## src/rtl/sonos_pulse_sequencer_pkg.sv

```systemverilog
// Shared definitions for the SONOS pulse sequencer.
// Contents:
//   op_t     - command opcodes as seen on cmd_op
//   state_t  - sequencer FSM state encodings
//   CNT_W    - width of the shared phase down-counter
//   PCNT_W   - width of the saturating pulse counter
//   eff_width() - maps a requested pulse width of 0 onto 1
package sonos_pulse_sequencer_pkg;

  typedef enum logic [1:0] {
    OP_NOP   = 2'd0,
    OP_READ  = 2'd1,
    OP_PROG  = 2'd2,
    OP_ERASE = 2'd3
  } op_t;

  typedef enum logic [2:0] {
    ST_IDLE    = 3'd0,
    ST_SETUP   = 3'd1,
    ST_PULSE   = 3'd2,
    ST_RECOVER = 3'd3,
    ST_DONE    = 3'd4
  } state_t;

  localparam int CNT_W  = 8;
  localparam int PCNT_W = 16;

  // A zero-width pulse would leave the cell untouched while still being
  // counted, so the smallest pulse is one cycle.
  function automatic logic [CNT_W-1:0] eff_width(input logic [CNT_W-1:0] w);
    return (w == '0) ? CNT_W'(1) : w;
  endfunction

endpackage

```

## src/rtl/sonos_sync_2ff.sv

```systemverilog
// Two-flop synchroniser for a single asynchronous level (the sense
// comparator). Both flops reset to 0.
// Ports:
//   clk    in  tile clock
//   rst_n  in  asynchronous active-low reset
//   d      in  asynchronous input
//   q      out synchronised output (two clock latency)
module sonos_sync_2ff (
  input  logic clk,
  input  logic rst_n,
  input  logic d,
  output logic q
);

  logic meta_reg;
  logic sync_reg;

  always_ff @(posedge clk or negedge rst_n) begin
    if (!rst_n) begin
      meta_reg <= 1'b0;
      sync_reg <= 1'b0;
    end else begin
      meta_reg <= d;
      sync_reg <= meta_reg;
    end
  end

  assign q = sync_reg;

endmodule

```

## src/rtl/sonos_pulse_sequencer.sv

```systemverilog
// Pulse sequencer for the SONOS flash cell array. Accepts READ / PROGRAM /
// ERASE / NOP commands, drives one-hot analog enables with cycle-exact
// setup, pulse and guard windows, and returns a one-word response.
// Ports:
//   clk, rst_n             tile clock, asynchronous active-low reset
//   ena                    tile enable, gates acceptance only
//   cmd_valid/cmd_ready    command handshake (ready is combinational)
//   cmd_op/addr/width      opcode, target cell, pulse width (0 -> 1)
//   abort                  safe termination of the running operation
//   clr_count              synchronous clear of pulse_count
//   sense_in               asynchronous sense comparator output
//   cell_addr              registered cell address to the array
//   rd_en/pgm_en/ers_en    registered one-hot analog enables
//   busy                   high whenever the FSM is not idle
//   rsp_valid/data/err     one-cycle response strobe and payload
//   pulse_count            saturating PROGRAM+ERASE pulse count
module sonos_pulse_sequencer #(
  parameter int ADDR_W    = 3,
  parameter int SETUP_CYC = 4,
  parameter int GUARD_CYC = 8
) (
  input  logic              clk,
  input  logic              rst_n,
  input  logic              ena,
  input  logic              cmd_valid,
  output logic              cmd_ready,
  input  logic [1:0]        cmd_op,
  input  logic [ADDR_W-1:0] cmd_addr,
  input  logic [7:0]        cmd_width,
  input  logic              abort,
  input  logic              clr_count,
  input  logic              sense_in,
  output logic [ADDR_W-1:0] cell_addr,
  output logic              rd_en,
  output logic              pgm_en,
  output logic              ers_en,
  output logic              busy,
  output logic              rsp_valid,
  output logic              rsp_data,
  output logic              rsp_err,
  output logic [15:0]       pulse_count
);

  import sonos_pulse_sequencer_pkg::*;

  // Counter preloads: each phase counts down to 0 and then leaves.
  localparam logic [CNT_W-1:0] SETUP_LOAD = CNT_W'(SETUP_CYC - 1);
  localparam logic [CNT_W-1:0] GUARD_LOAD = CNT_W'(GUARD_CYC - 1);

  state_t              state_reg, state_next;
  logic [CNT_W-1:0]    cnt_reg, cnt_next;
  op_t                 op_reg, op_next;
  logic [ADDR_W-1:0]   addr_reg, addr_next;
  logic [CNT_W-1:0]    width_reg, width_next;
  logic                aborted_reg, aborted_next;
  logic                sense_bit_reg, sense_bit_next;
  logic [PCNT_W-1:0]   count_reg, count_next;
  logic                rd_en_reg, rd_en_next;
  logic                pgm_en_reg, pgm_en_next;
  logic                ers_en_reg, ers_en_next;
  logic                rsp_valid_reg, rsp_valid_next;
  logic                rsp_data_reg, rsp_data_next;
  logic                rsp_err_reg, rsp_err_next;

  logic                sense_sync;
  logic                accept;
  logic                pulse_entry;

  sonos_sync_2ff u_sense_sync (
    .clk   (clk),
    .rst_n (rst_n),
    .d     (sense_in),
    .q     (sense_sync)
  );

  assign cmd_ready = (state_reg == ST_IDLE) & ena;
  assign accept    = cmd_valid & cmd_ready;

  // State register and all registered outputs.
  always_ff @(posedge clk or negedge rst_n) begin
    if (!rst_n) begin
      state_reg     <= ST_IDLE;
      cnt_reg       <= '0;
      op_reg        <= OP_NOP;
      addr_reg      <= '0;
      width_reg     <= '0;
      aborted_reg   <= 1'b0;
      sense_bit_reg <= 1'b0;
      count_reg     <= '0;
      rd_en_reg     <= 1'b0;
      pgm_en_reg    <= 1'b0;
      ers_en_reg    <= 1'b0;
      rsp_valid_reg <= 1'b0;
      rsp_data_reg  <= 1'b0;
      rsp_err_reg   <= 1'b0;
    end else begin
      state_reg     <= state_next;
      cnt_reg       <= cnt_next;
      op_reg        <= op_next;
      addr_reg      <= addr_next;
      width_reg     <= width_next;
      aborted_reg   <= aborted_next;
      sense_bit_reg <= sense_bit_next;
      count_reg     <= count_next;
      rd_en_reg     <= rd_en_next;
      pgm_en_reg    <= pgm_en_next;
      ers_en_reg    <= ers_en_next;
      rsp_valid_reg <= rsp_valid_next;
      rsp_data_reg  <= rsp_data_next;
      rsp_err_reg   <= rsp_err_next;
    end
  end

  // Next-state and datapath logic.
  always_comb begin
    state_next     = state_reg;
    cnt_next       = cnt_reg;
    op_next        = op_reg;
    addr_next      = addr_reg;
    width_next     = width_reg;
    aborted_next   = aborted_reg;
    sense_bit_next = sense_bit_reg;
    pulse_entry    = 1'b0;

    case (state_reg)
      ST_IDLE: begin
        if (accept) begin
          op_next        = op_t'(cmd_op);
          addr_next      = cmd_addr;
          width_next     = eff_width(cmd_width);
          aborted_next   = 1'b0;
          sense_bit_next = 1'b0;
          if (op_t'(cmd_op) == OP_NOP) begin
            state_next = ST_DONE;
          end else begin
            state_next = ST_SETUP;
            cnt_next   = SETUP_LOAD;
          end
        end
      end
      ST_SETUP: begin
        if (abort) begin
          aborted_next = 1'b1;
          state_next   = ST_RECOVER;
          cnt_next     = GUARD_LOAD;
        end else if (cnt_reg == '0) begin
          state_next  = ST_PULSE;
          cnt_next    = width_reg - CNT_W'(1);
          pulse_entry = (op_reg == OP_PROG) || (op_reg == OP_ERASE);
        end else begin
          cnt_next = cnt_reg - CNT_W'(1);
        end
      end
      ST_PULSE: begin
        if (abort) begin
          aborted_next = 1'b1;
          state_next   = ST_RECOVER;
          cnt_next     = GUARD_LOAD;
        end else if (cnt_reg == '0) begin
          // Last pulse cycle: capture the sense bit for a READ.
          if (op_reg == OP_READ) sense_bit_next = sense_sync;
          state_next = ST_RECOVER;
          cnt_next   = GUARD_LOAD;
        end else begin
          cnt_next = cnt_reg - CNT_W'(1);
        end
      end
      ST_RECOVER: begin
        // The guard always runs to completion; abort only flags the response.
        if (abort) aborted_next = 1'b1;
        if (cnt_reg == '0) state_next = ST_DONE;
        else               cnt_next   = cnt_reg - CNT_W'(1);
      end
      ST_DONE:  state_next = ST_IDLE;
      default:  state_next = ST_IDLE;
    endcase

    count_next = count_reg;
    if (clr_count)                             count_next = '0;
    else if (pulse_entry && (count_reg != '1)) count_next = count_reg + PCNT_W'(1);
  end

  // Output decode: registered outputs follow the state being entered, so
  // they line up exactly with the state they describe.
  always_comb begin
    rd_en_next     = (state_next == ST_PULSE) && (op_next == OP_READ);
    pgm_en_next    = (state_next == ST_PULSE) && (op_next == OP_PROG);
    ers_en_next    = (state_next == ST_PULSE) && (op_next == OP_ERASE);
    rsp_valid_next = (state_next == ST_DONE);
    rsp_err_next   = (state_next == ST_DONE) && aborted_next;
    rsp_data_next  = (state_next == ST_DONE) && !aborted_next &&
                     (op_next == OP_READ) && sense_bit_next;
  end

  assign cell_addr   = addr_reg;
  assign rd_en       = rd_en_reg;
  assign pgm_en      = pgm_en_reg;
  assign ers_en      = ers_en_reg;
  assign busy        = (state_reg != ST_IDLE);
  assign rsp_valid   = rsp_valid_reg;
  assign rsp_data    = rsp_data_reg;
  assign rsp_err     = rsp_err_reg;
  assign pulse_count = count_reg;

endmodule

```

## config.mk

```make
export PLATFORM = sky130hd
export DESIGN_NAME = sonos_pulse_sequencer
export DESIGN_NICKNAME = d
export VERILOG_FILES = /design/src/rtl/sonos_pulse_sequencer_pkg.sv /design/src/rtl/sonos_sync_2ff.sv /design/src/rtl/sonos_pulse_sequencer.sv
export SDC_FILE = /design/constraint.sdc
export NUM_CORES = 1
export LEC_CHECK = 0
export CAP_MARGIN = 10
export CORE_MARGIN = 2
export CORE_UTILIZATION = 40
export CTS_BUF_LIST = sky130_fd_sc_hd__clkbuf_4 sky130_fd_sc_hd__clkbuf_8 sky130_fd_sc_hd__clkbuf_16
export DETAILED_ROUTE_END_ITERATION = 8
export HOLD_SLACK_MARGIN = 0.03
export PLACE_DENSITY_LB_ADDON = 0.05
export SLEW_MARGIN = 30
export SYNTH_ARGS = -nofsm -noshare
export SYNTH_HDL_FRONTEND = slang
export SYNTH_HIERARCHICAL = 1
export SYNTH_SLANG_ARGS = --single-unit
```

## constraint.sdc

```tcl
create_clock -name clk -period 3.45 [get_ports clk]
set_clock_uncertainty 0.05 [all_clocks]
set_input_delay 0.69 -clock clk [delete_from_list [all_inputs] [get_ports clk]]
set_output_delay 0.69 -clock clk [all_outputs]
set_load 0.02 [all_outputs]
```

==> metrics.md <==
| Metric | Value |
|---|---|
| CP max stage delay | `0.71 ns` |
| Initial antenna violation count | `0` |
| Fin nets | `367` |
| Io pins | `47` |
| Vias in the first global route | `~2.3k` |
| Post-Synthesis Cells | `about 300` |
| EDFF count, synth | `0` |
| Worst EP arrival | `approximately 2 ns` |
| Hold-fix buffers, CTS | `0` |
| Clock-pin slew of the registers on the worst-case setup and hold paths | `0.10 ns` |
| Worst Path Max Fanout | `15` |
| Synthesized net count | `322` |
| Total track usage | `19.0%` |
| Core box area | `6830 um^2` |
| Pre-Repair DR Iteration Count | `4` |
| Most common cell in the synthesized netlist | `dfrtp_1` |
| Detailed Route WL | `6.82 mm` |
| DR iter-0 viols | `155` |
| Main synth FF type | `dfrtp_1` |
| Clock Tree Buf Depth | `2` |
| Placed cells | `between 400 and 500` |
| First-pass GRT wire length | `11.5 mm` |
| Status | `complete, no violations` |
| Async SR Flop Fraction | `100%` |
| Minimum clock period after layout | `2.77 ns` |
| Setup total negative slack | `0 ns` |
| Post-layout util | `around 51%` |
| H-tree levels | `2` |
| Cell taking the most area after synthesis | `dfrtp_1` |
| FP Rows | `30` |
| Die height | `88.2 um` |
| IO buf count | `46` |
| Pwr/cell area | `612 nW/um^2` |
| Final count of pins violating max slew | `0` |
| Total grt overflow | `0` |
| Layout area overhead | `23.7%` |
| Count of different cell masters after synthesis | `56` |
| Startpoint types | `flop` |
| Die area | `roughly 7800 um^2` |
| Synth Warn # | `6` |
| Hold Path Class | `reg -> reg` |
| Synth cell count leaders | `dfrtp_1, nor2_1, nand2_1` |
| Syn_area_per_cell | `9.48 um^2` |
| Hold Path Stages | `0` |
| Share of cells above drive strength 1 | `10.4%` |
| CTS tree | `done` |
| Clock Sinks | `50` |
| Maxcap violations | `0` |
| Routability-driven placement congestion ratio | `0.841` |
| Final Cell Area | `3510 um^2` |
| Die W | `88.2 um` |
| Layout fillers | `~670` |
| Total vias in the final route | `2,398` |
| R2R Path End | `cnt_reg[6]` |
| Worst skew pair latency | `about 0.31 ns` |
| Via density | `5.44` |
| Fmax | `361 MHz` |
| WP data required | `between 2 and 3 ns` |
| Post-synthesis sequential area ratio | `44.2%` |
| PostCTS Resize Cnt | `0` |
| # diodes | `0` |
| R2R setup slack | `0.77 ns` |
| CTS Buf Count | `5` |
| Slew Limit Headroom | `42.3%` |
| Final hold viol count | `0` |
| Wire per inst | `15.5 um` |
| Root buf cell | `clkbuf_8` |
| Pleak | `0.00139 uW` |
| Post-Syn Area | `2830 um^2` |
| Synth Register Bits | `50` |
| CP Class | `reg -> out` |
| Critical-path top delay cell | `dfrtp_1` |
| Starting Density | `41.5%` |
| Hold Startpoint | `u_sense_sync/meta_reg` |
| DRC Markers | `0` |
| Hpwl dp | `5.07 mm` |
| Non-Filler Instances | `441` |
| Cells on worst reg2reg path | `7` |
| Worst-Margin Slew | `0.860 ns` |
| Final setup fails | `0` |
| Worst reg2reg startpoint | `cnt_reg[0]` |
| Synth area leaders | `dfrtp_1, xnor2_1, mux2_2` |
| Largest net degree at the start of global routing | `32` |
| Final period util | `80.3%` |
| Post-DRT Antenna Nets | `0` |
| CP cell instances | `inv_1 -> and3_1 -> clkdlybuf4s50_1` |
| Post-CTS setup buffer count | `0` |
| Post-Place Cell Area | `between 3000 and 4000 um^2` |
| Crit end category | `primary output` |
| Worst Hold Path EP | `u_sense_sync/q` |
| Largest register FFs | `16` |
| Worst VDD drop | `0.000315 V` |
| RSZ-0062 raised after global routing | `no` |
| Synth top area share | `approximately 44%` |
[critical path, delay by kind of cell, from the launching register on]
family / cells / cell delay (ns)
flops: 1 / 0.71
buf+inv: 2 / 0.78
simple gates: 1 / 0.22
[per-layer routing]
metal | part of all wire [%] | global-route usage [%] | wire, um
met3 | 5.0 | 3.39 | 343
met1 | 50 | 28.6 | 3390
met4 | 1.0 | 4.41 | 68
met2 | 44 | 28.5 | 3010
met5 | 0 | 0 | 0
[cell families (layout without fill, tap and decap cells)]
| kind of cell | after synthesis | count (layout) | synth area share, % |
|---|---|---|---|
| DFF | 50 | 50 | 44.2 |
| and+or+nand+nor | 116 | 116 | 22.6 |
| muxes | 14 | 14 | 5.43 |
| buffers and inverters | 30 | 76 | 4.59 |
| adders and majority gates | 5 | 5 | 2.03 |
| xor gates and xnor gates | 17 | 17 | 5.25 |
| AOI/OAI and AO/OA | 67 | 67 | 15.9 |
[how the worst max path moves through the flow]
stage / startpoint / to / cells past startpoint
2_1_floorplan: width_reg[0] / cnt_reg[6] / 8
3_3_place_gp: abort / pulse_count[1] / 7
3_5_place_dp: abort / pulse_count[1] / 7
4_1_cts: state_reg[2] / cmd_ready / 3
5_1_grt: cnt_reg[0] / cnt_reg[3] / 7
6_report: state_reg[2] / cmd_ready / 3
[stage by stage]
step,hold slack (ns),power [uW],setup slack (ns)
after floorplan,0.281,1460,1.21
after global placement,0.289,1710,0.615
after detailed placement,0.293,1710,0.561
after CTS,0.318,2160,0.677
after global routing,0.331,2300,0.515
final,0.315,2150,0.681
[report_power, final]
| part | internal, uW | total, uW | switching (uW) |
|---|---|---|---|
| combinational | 390 | 830 | 440 |
| sequential | 719 | 883 | 164 |
| clock | 221 | 434 | 213 |
| total | 1330 | 2150 | 817 |
[cell usage in the layout (no fill, tap or decap), drive strengths merged, types with 5 or more instances in the layout]
cell | Yosys | routed
nand2 | 18 | 18
nor4 | 12 | 12
dfrtp | 50 | 50
clkbuf | 6 | 5
xnor2 | 16 | 16
nor3b | 5 | 5
nor3 | 12 | 12
inv | 15 | 16
nor2 | 31 | 31
o21ai | 16 | 16
mux2 | 11 | 11
nand3 | 8 | 8
clkdlybuf4s50 | 0 | 45
a21oi | 14 | 14
buf | 9 | 8
[final cells by class]
| cell class | count | area [um^2] | share of cell area, % |
|---|---|---|---|
| inverter | 15 | 56.3 | 1.61 |
| clock buffer | 5 | 68.8 | 1.96 |
| tap | 96 | 120 | 3.43 |
| sequential | 50 | 1250 | 35.7 |
| multi-input combinational | 219 | 1450 | 41.4 |
| clock inverter | 3 | 48.8 | 1.39 |
| timing repair buffer | 53 | 508 | 14.5 |
Note: power is estimated with default switching activity, not from simulation.
